**src/rtl/vector_a_loader.sv**
```systemverilog
// vector_a_loader: burst loader for the vector-A register file.
//
// Accepts NUM_WORDS words from a valid/ready upstream and writes them to
// consecutive register-file addresses 0..NUM_WORDS-1. Writes are registered,
// so a word accepted in cycle N is written in cycle N+1. After the last word,
// DRAIN covers that final write and DONE pulses `done` for one cycle.
//
// Optional feature: define VECTOR_A_LOADER_TIMEOUT_EN to abort a burst that
// sees TIMEOUT_CYCLES consecutive LOAD cycles without in_valid. An abort
// pulses `error` and returns to IDLE. Without the macro, `error` is tied to 0
// and LOAD waits indefinitely.
//
// Parameters:
//   NUM_WORDS      words per burst (1..8)
//   TIMEOUT_CYCLES idle-input limit in LOAD (1..255), timeout build only
//
// Ports:
//   clk       clock, rising edge
//   rst       asynchronous active-high reset
//   start     request a burst (sampled only in IDLE)
//   in_valid  upstream word valid
//   in_ready  loader accepts a word (LOAD only)
//   in_data   upstream word, 34 bits
//   w_en      register-file write strobe (registered)
//   w_addr    register-file write address (registered, holds when idle)
//   w_data    register-file write data (registered, holds when idle)
//   busy      state is not IDLE
//   done      one-cycle pulse in DONE
//   error     one-cycle pulse after a timeout abort
module vector_a_loader #(
  parameter int unsigned NUM_WORDS      = 8,
  parameter int unsigned TIMEOUT_CYCLES = 255
) (
  input  logic        clk,
  input  logic        rst,
  input  logic        start,
  input  logic        in_valid,
  output logic        in_ready,
  input  logic [33:0] in_data,
  output logic        w_en,
  output logic [2:0]  w_addr,
  output logic [33:0] w_data,
  output logic        busy,
  output logic        done,
  output logic        error
);

  if (NUM_WORDS < 1 || NUM_WORDS > 8) begin : g_bad_num_words
    $error("vector_a_loader: NUM_WORDS must be in 1..8");
  end
  if (TIMEOUT_CYCLES < 1 || TIMEOUT_CYCLES > 255) begin : g_bad_timeout
    $error("vector_a_loader: TIMEOUT_CYCLES must be in 1..255");
  end

  localparam logic [2:0] LastIdx = 3'(NUM_WORDS - 1);

  typedef enum logic [1:0] {
    StIdle,
    StLoad,
    StDrain,
    StDone
  } state_e;

  state_e      state_q, state_d;
  logic [2:0]  idx_q, idx_d;
  logic        accept;
  logic        timeout;

  logic        w_en_q;
  logic [2:0]  w_addr_q;
  logic [33:0] w_data_q;

  assign in_ready = (state_q == StLoad);
  assign accept   = in_valid & in_ready;
  assign busy     = (state_q != StIdle);
  assign done     = (state_q == StDone);
  assign w_en     = w_en_q;
  assign w_addr   = w_addr_q;
  assign w_data   = w_data_q;

`ifdef VECTOR_A_LOADER_TIMEOUT_EN
  localparam logic [7:0] TimeoutLimit = 8'(TIMEOUT_CYCLES);

  logic [7:0] idle_cnt_q, idle_cnt_d;
  logic       error_q;

  // The counter is held at zero in IDLE, which covers the clear on entry
  // to LOAD. In LOAD, a cycle without an accept is a cycle without in_valid.
  always_comb begin
    idle_cnt_d = idle_cnt_q;
    timeout    = 1'b0;
    if (state_q != StLoad) begin
      idle_cnt_d = '0;
    end else if (accept) begin
      idle_cnt_d = '0;
    end else begin
      idle_cnt_d = idle_cnt_q + 8'd1;
      timeout    = (idle_cnt_d == TimeoutLimit);
    end
  end

  always_ff @(posedge clk or posedge rst) begin
    if (rst) begin
      idle_cnt_q <= '0;
      error_q    <= 1'b0;
    end else begin
      idle_cnt_q <= idle_cnt_d;
      error_q    <= timeout;
    end
  end

  assign error = error_q;
`else
  assign timeout = 1'b0;
  assign error   = 1'b0;
`endif

  always_comb begin
    state_d = state_q;
    idx_d   = idx_q;
    unique case (state_q)
      StIdle: begin
        if (start) begin
          state_d = StLoad;
          idx_d   = '0;
        end
      end
      StLoad: begin
        if (accept) begin
          // idx stays on the last address; it is cleared when the next burst starts
          if (idx_q == LastIdx) begin
            state_d = StDrain;
          end else begin
            idx_d = idx_q + 3'd1;
          end
        end else if (timeout) begin
          state_d = StIdle;
        end
      end
      StDrain: state_d = StDone;
      StDone:  state_d = StIdle;
      default: state_d = StIdle;
    endcase
  end

  always_ff @(posedge clk or posedge rst) begin
    if (rst) begin
      state_q <= StIdle;
      idx_q   <= '0;
    end else begin
      state_q <= state_d;
      idx_q   <= idx_d;
    end
  end

  // Registered write port; address and data hold between writes.
  always_ff @(posedge clk or posedge rst) begin
    if (rst) begin
      w_en_q   <= 1'b0;
      w_addr_q <= '0;
      w_data_q <= '0;
    end else begin
      w_en_q <= accept;
      if (accept) begin
        w_addr_q <= idx_q;
        w_data_q <= in_data;
      end
    end
  end

endmodule

```
**config.mk**
```make
export PLATFORM = sky130hd
export DESIGN_NAME = vector_a_loader
export DESIGN_NICKNAME = d
export VERILOG_FILES = /design/src/rtl/vector_a_loader.sv
export SDC_FILE = /design/constraint.sdc
export NUM_CORES = 1
export LEC_CHECK = 0
export CAP_MARGIN = 15
export CORE_MARGIN = 2
export CORE_UTILIZATION = 44
export DETAILED_ROUTE_END_ITERATION = 12
export PLACE_DENSITY = 0.84
export SLEW_MARGIN = 20
export SYNTH_ARGS = -nofsm -noshare
export SYNTH_HDL_FRONTEND = slang
export SYNTH_SLANG_ARGS = --single-unit
```
**constraint.sdc**
```tcl
create_clock -name clk -period 4.8 [get_ports clk]
set_input_delay 0.96 -clock clk [delete_from_list [all_inputs] [get_ports clk]]
set_output_delay 0.96 -clock clk [all_outputs]
set_load 0.01 [all_outputs]
```
==> summary.txt, run 1 <==
GRT
  – Number of global-route vias before repair: approximately 1200
  – Total gr overflow: 0
  – Initial antenna violation count: 0
  – First-pass GRT wire length: between 5000 and 6000 um
  – Largest net degree at the start of global routing: 44
  – Busiest layer in global routing: met2
  – Overall routing resource usage: 0.1687
  – Met1 global-route usage: 0.1991
  – Met2 Track Usage GR: 0.2975
  – GRT met3 Usage: 0.03041

Clocking
  – H-tree depth: 2
  – Hold_buf cts: 0
  – Post-CTS Setup Inserts: 0
  – TritonCTS Buffers: 5
  – CTS Root Cell: clkbuf_8
  – Clk_lat worst skew: 0.28 ns
  – CTS tree: done
  – Clock transition at path regs: about 0.080 ns
  – Post-cts gate resize count: 0
  – CTS sink cnt: 43
  – Clk buf depth: 2

Synthesis
  – Yosys reg bits: 43
  – Top cell type's share of synthesized area: 0.6214
  – Warnings, synthesis: 0
  – Sequential share of the synthesized area: 0.6214
  – Top cell type by total area after synthesis: dfrtp_1
  – Syn nets: around 160
  – Synth Instances: ~120
  – Ranking of synthesized cells by area: dfrtp_1 62%, mux2_2 24%, ha_1 4.3%
  – Mapped Avg Cell Area: 14.80 um2
  – Area of the mapped netlist: approximately 1700 um2
  – Synth cell types: 15

Setup path
  – Worst setup EP type: output port
  – CP startpoint kind: flop
  – Critical Path Fanout Max: 8
  – Crit path cell chain: inv_1 > ha_1 > clkdlybuf4s50_1
  – Critical Path RT: ~3.8 ns
  – Worst path arrival time: 1.72 ns
  – Slowest-stage cell, CP: clkdlybuf4s50_1
  – Max stage delay on crit path: 0.60 ns
  – Setup CP Type: reg2out

Timing
  – Worst slew margin: 0.6533
  – RSZ-0062 raised after global routing: no
  – Clk_skew: a little over 0.006 ns
  – Hold Slack: slightly below 0.5 ns
  – Setup violators final: 0
  – Minimum clock period: 2.682 ns
  – Fin. max-slew vios: 0
  – Worst Tran Pin Value: ~0.52 ns
  – Setup TNS Final: 0 ns
  – Final-report hold violation count: 0
  – Final cycle utilization of the critical path: 0.5587
  – Highest Clock Rate: ~370 MHz

Detailed routing
  – Post-route ant nets: 0
  – First-iteration detailed-routing DRC count: 40
  – TritonRoute pass-1 iters: 3
  – Wire per inst: about 14 um
  – DRC Markers: 0
  – Vias per cell: between 4 and 5
  – Final WL: roughly 3500 um
  – Vias: between 1000 and 1500

Finish
  – Antenna fix cells: 0
  – Layout fillers: roughly 250
  – Area growth, synth to finish: 52.53%
  – Share of cells above drive strength 1: 0.2300
  – Layout Nets: 243

Power
  – Cell internal pwr: between 1 and 1.5 mW
  – Clock share of power: 0.130
  – NetSw: slightly below 0.5 mW
  – PD cells: between 600 and 700 nW/um2
  – Leakage: 1.157 nW
  – VDD IR max: around 0.3 mV
  – Net Sw Frac: 0.3015
  – Register share of total power: 0.382
  – Comb power frac: 0.488

Floorplanning
  – Chip height: 66.74 um
  – Starting Density: 0.4660
  – Die area: 4454 um2
  – # rows: 22
  – IO Pins: 80
  – Core area: around 3700 um2
  – Die Wd: roughly 67 um

Flow run
  – Total of max-cap violations: 0

Place
  – Placer Congestion: about 0.7
  – DP Wirelength: approximately 2600 um
  – IO buf count: between 70 and 80

Min path
  – Hold Crit Class: reg2reg

Outcome
  – Status: finished, final reports clean
[placed cells by master, fill, tap and decap left out]
cell type        Yosys  routed
clkinv_1             0       1
dfrtp_1             43      43
buf_4                1       2
o21ai_0              2       2
clkbuf_8             0       5
inv_1                7       6
nor2_1               2       2
clkinv_2             0       1
nand2_1              6       6
nand2b_1             1       1
conb_1               1       1
mux2_2              37      37
a21oi_1              1       1
nor2b_1              2       2
ha_1                 6       6
mux2i_1              3       3
clkbuf_1             0       2
a211oi_2             1       1
clkdlybuf4s50_1      0      78
[power by group through the flow]
stage | Combinational (mW) | Sequential, mW | Clock [mW]
finish | 0.793 | 0.621 | 0.212
global placement | 0.778 | 0.616 | 0
floorplan | 0.304 | 0.694 | 0
detailed placement | 0.802 | 0.629 | 0
global route | 0.852 | 0.641 | 0.237
CTS | 0.805 | 0.623 | 0.217
[registers in the layout, summed over array words and instances, names as in the netlist]
signal   count
w_data      34
idx_q        3
w_addr       3
state_q      2
w_en         1
[synthesized netlist by cell type]
cell      count
nor2b_1       2
dfrtp_1      43
inv_1         7
conb_1        1
mux2_2       37
mux2i_1       3
a21oi_1       1
buf_2         4
ha_1          6
nand2b_1      1
nand2_1       6
a211oi_2      1
o21ai_0       2
nor2_1        2
buf_4         1
[final cells by class]
| type | instances | area (um2) | share of cell area |
|---|---|---|---|
| Tap cell | 48 | 60.06 | 0.02274 |
| Clock inverter | 1 | 5.005 | 0.001895 |
| Timing Repair Buffer | 80 | 795.8 | 0.3013 |
| Sequential cell | 43 | 1076 | 0.4074 |
| Clock buffer | 7 | 76.32 | 0.02890 |
| Inverter | 7 | 26.28 | 0.009948 |
| Multi-Input combinational cell | 62 | 601.8 | 0.2279 |
[critical path: cells and delay by family (launching register included)]
kind	cells	cell delay [ns]
adder cells (fa/ha/maj)	1	0.33
buffers and inverters	2	0.69
flip-flops	1	0.42
[stage by stage]
stage               worst slack, ns    util  area, um2  cells  total power [mW]
global placement              2.386  0.6889       2560    240             1.394
global route                  2.034  0.7108       2641    248             1.729
floorplan                     2.837       -       1732    117            0.9980
CTS                           2.113  0.7108       2641    248             1.645
detailed placement            2.356  0.6889       2560    240             1.431
finish                        2.118  0.7108       2641    248             1.625
[path summary, 6_finish.rpt]
| kind | cells past startpoint | slack (ns) | to | startpoint |
|---|---|---|---|---|
| max | 3 | 2.12 | in_ready | state_q[1] |
| min reg2reg | 2 | 0.48 | w_addr[2] | w_addr[2] |
| max reg2reg | 5 | 2.99 | idx_q[0] | idx_q[0] |
| min in group asynchronous | 3 | 1.11 | w_data[32] | rst |
| min | 2 | 0.48 | w_addr[2] | w_addr[2] |
| max in group asynchronous | 3 | 3.33 | w_data[31] | rst |
[kinds of logic after synthesis]
kind of cell / Yosys count / share of synthesized area
and+or+nand+nor: 11 / 0.02818
AOI/OAI and AO/OA: 4 / 0.01589
buffers and inverters: 12 / 0.03107
other: 1 / 0.002166
adders and majority gates: 6 / 0.04335
muxes: 40 / 0.2579
DFF: 43 / 0.6214
[layer usage]
metal  up-vias  part of all wire
met2        51              0.49
met3         5             0.084
met4         0             0.017
li1        554                 -
met5         -                 0
met1       551              0.41
No activity file was read; power rests on OpenSTA's default activity.
==> run 2, diff against run 1 <==
- CORE_UTILIZATION: 44 -> 41
- PLACE_DENSITY: 0.84 -> 0.79
- clock period: 4.8 -> 2.64 ns (I/O delays scaled with it)
==> run 2 against run 1 <==
  * Via count grew 1.0%
  * Final cell count grew 1.2%
  * Clock-buffer cell count down 1
  * Non-clock buffer count increased by 1
  * Die area rose by 6.9%
  * Routed wire length is 2.9% higher
  * Worst hold slack improved by 0.018 ns
  * Critical endpoint unchanged
  * First-iteration DRC count is 73% higher
  * Sequential cell count unchanged
  * Combinational power increased by 83%
  * Setup slack got worse by 1.7 ns
  * Largest power group unchanged
==> summary.txt, run 2 (synthesis results as in run 1) <==
Outcome
  – Status: finished, final reports clean

GRT
  – Overall routing resource usage: 0.1574 (-0.01131)
  – First-pass GRT wire length: 5264 um (-5.5%)
  – Initial antenna violation count: 0 (unchanged)
  – Number of global-route vias before repair: 1155 (-1.7%)
  – Largest net degree at the start of global routing: 44 (unchanged)
  – Total gr overflow: 0 (unchanged)

Power
  – Clock share of power: 0.134 (+0.004)
  – Net Sw Frac: 0.3041 (+0.002625)
  – PD cells: 1119 nW/um2 (+82%)
  – Cell internal pwr: 2.068 mW (+82%)
  – NetSw: 0.9037 mW (+84%)
  – VDD IR max: 0.5434 mV (+79%)
  – Leakage: 1.160 nW (+0.28%)
  – Register share of total power: 0.378 (-0.004)
  – Comb power frac: 0.488 (about the same)

Setup path
  – Setup CP Type: reg2out
  – Slowest-stage cell, CP: clkdlybuf4s50_1
  – Worst path arrival time: 1.68 ns (-0.04 ns)
  – FF-to-FF path depth: 5 (unchanged)
  – Critical Path Fanout Max: 8 (unchanged)
  – Crit path cell chain: inv_1 > ha_1 > clkdlybuf4s50_1
  – R2R Path End: idx_q[0]
  – WP buf/inv: 2 (unchanged)
  – Max stage delay on crit path: 0.59 ns (about the same)
  – Origin of the critical flop-to-flop path: idx_q[0]
  – Critical Path RT: 2.11 ns (-1.73 ns)
  – R2R setup slack: 0.81 ns (-2.18 ns)
  – Worst setup EP type: output port
  – CP startpoint kind: flop
  – Cell family with most CP delay: buffers and inverters

Finish
  – Commonest non-fill, non-tap cell in the layout: clkdlybuf4s50_1
  – Most frequent cells in the layout: 78 x clkdlybuf4s50_1, 43 x dfrtp_1, 37 x mux2_2
  – Area growth, synth to finish: 53.32%
  – Antenna fix cells: 0 (unchanged)
  – Largest register FFs: 34 (unchanged)
  – Layout fillers: 321 (+26%)
  – Share of cells above drive strength 1: 0.2388 (+0.008806)
  – Layout Nets: 244 (+0.41%)

Clocking
  – CTS sink cnt: 43 (unchanged)
  – Clk_lat worst skew: 0.29 ns (about the same)
  – H-tree depth: 2 (unchanged)
  – Clock transition at path regs: 0.08 ns (about the same)
  – Hold_buf cts: 0 (unchanged)
  – CTS tree: done
  – Post-cts gate resize count: 0 (unchanged)
  – Clk buf depth: 2 (unchanged)
  – Post-CTS Setup Inserts: 0 (unchanged)
  – CTS Root Cell: clkbuf_8
  – TritonCTS Buffers: 5 (unchanged)

Timing
  – Worst Tran Pin Value: 0.5274 ns (+0.007365 ns)
  – Setup violators final: 0 (unchanged)
  – Clk_skew: 0.006811 ns (+0.0005983 ns)
  – Final-report hold violation count: 0 (unchanged)
  – Post-route setup slack: 0.4323 ns (-1.686 ns)
  – Fin. max-slew vios: 0 (unchanged)
  – Final cycle utilization of the critical path: 0.8363
  – Setup TNS Final: 0 ns (unchanged)
  – Worst slew margin: 0.6484 (-0.004910)
  – RSZ-0062 raised after global routing: no
  – Minimum clock period: 2.208 ns
  – Highest Clock Rate: between 400 and 500 MHz

Detailed routing
  – Final WL: 3635 um (+2.9%)
  – Post-route ant nets: 0 (unchanged)
  – TritonRoute pass-1 iters: 4 (+1)
  – DRC Markers: 0 (unchanged)
  – Wire per inst: 14.48 um (+1.7%)
  – First-iteration detailed-routing DRC count: 69 (+73%)
  – Vias per cell: 4.673 (-0.17%)
  – Vias: 1173 (+1.0%)

Min path
  – Hold endpoint: w_addr[2]
  – Hold Crit Depth: 2 (unchanged)
  – Hold Crit Start: w_addr[2]
  – Hold Crit Class: reg2reg

Floorplanning
  – Core area: 4029 um2 (+8.4%)
  – # rows: 23 (+4.5%)
  – Die area: 4760 um2 (+6.9%)
  – IO Pins: 80 (unchanged)
  – Die Wd: 68.99 um (+3.4%)
  – Starting Density: 0.4298 (-0.03618)
  – Chip height: 68.99 um (+3.4%)

Place
  – IO buf count: 78 (unchanged)
  – DP Wirelength: 2789 um (+5.4%)
  – Placer Congestion: 0.6852 (about the same)
  – Worst slack, placed: 0.6615 ns (-1.694 ns)

Flow run
  – Total of max-cap violations: 0 (unchanged)
==> run 2: cell count changes in the layout (fill, tap and decap cells not counted), sizes merged <==
cell | previous run | this run
buf | 2 | 3
clkinvlp | 0 | 1
clkbuf | 7 | 6
==> run 2: worst max-delay path by stage <==
stage | cells past startpoint | start | end
global route | 3 | state_q[1] | in_ready
floorplan | 5 | idx_q[0] | idx_q[0]
CTS | 3 | state_q[1] | in_ready
finish | 3 | state_q[1] | in_ready
global placement | 4 | in_valid | idx_q[0]
detailed placement | 4 | in_valid | idx_q[0]
==> run 2: worst min-delay path, cell delays in order, from the launching register on <==
cell and delay, ns:
dfrtp_1 0.36, nand2_1 0.05, o21ai_0 0.06
==> run 2: power groups by stage <==
stage,combinational [mW],clock (mW),sequential [mW]
floorplan,0.552,0,1.26
global placement,1.42,0,1.12
detailed placement,1.47,0,1.14
CTS,1.48,0.414,1.13
global route,1.57,0.449,1.16
finish,1.45,0.399,1.12
==> run 2: area by class of cell <==
class,count,area [um2],area share
Inverter,7,26.28,0.009896
Multi-Input combinational cell,62,601.8,0.2267
Tap cell,50,62.56,0.02356
Clock buffer,6,72.57,0.02733
Sequential cell,43,1076,0.4053
Timing Repair Buffer,81,803.3,0.3025
Clock inverter,2,12.51,0.004713
==> run 2: per-stage QoR <==
step | util | power, mW | hold WS, ns | std cells | instance area [um2]
after floorplan | - | 1.815 | 0.5128 | 117 | 1732
after global placement | 0.6379 | 2.544 | 0.4783 | 243 | 2570
after detailed placement | 0.6379 | 2.613 | 0.4899 | 243 | 2570
after CTS | 0.6590 | 3.017 | 0.5047 | 251 | 2655
after global routing | 0.6590 | 3.177 | 0.5198 | 251 | 2655
final | 0.6590 | 2.971 | 0.4981 | 251 | 2655
==> run 2: layer usage <==
metal  up-vias  track usage  part of all wire
met3         6      0.06656             0.099
met2        56       0.2776              0.51
met1       555       0.1635              0.38
li1        556            -                 -
met5         -            0                 0
met4         0      0.06618             0.013
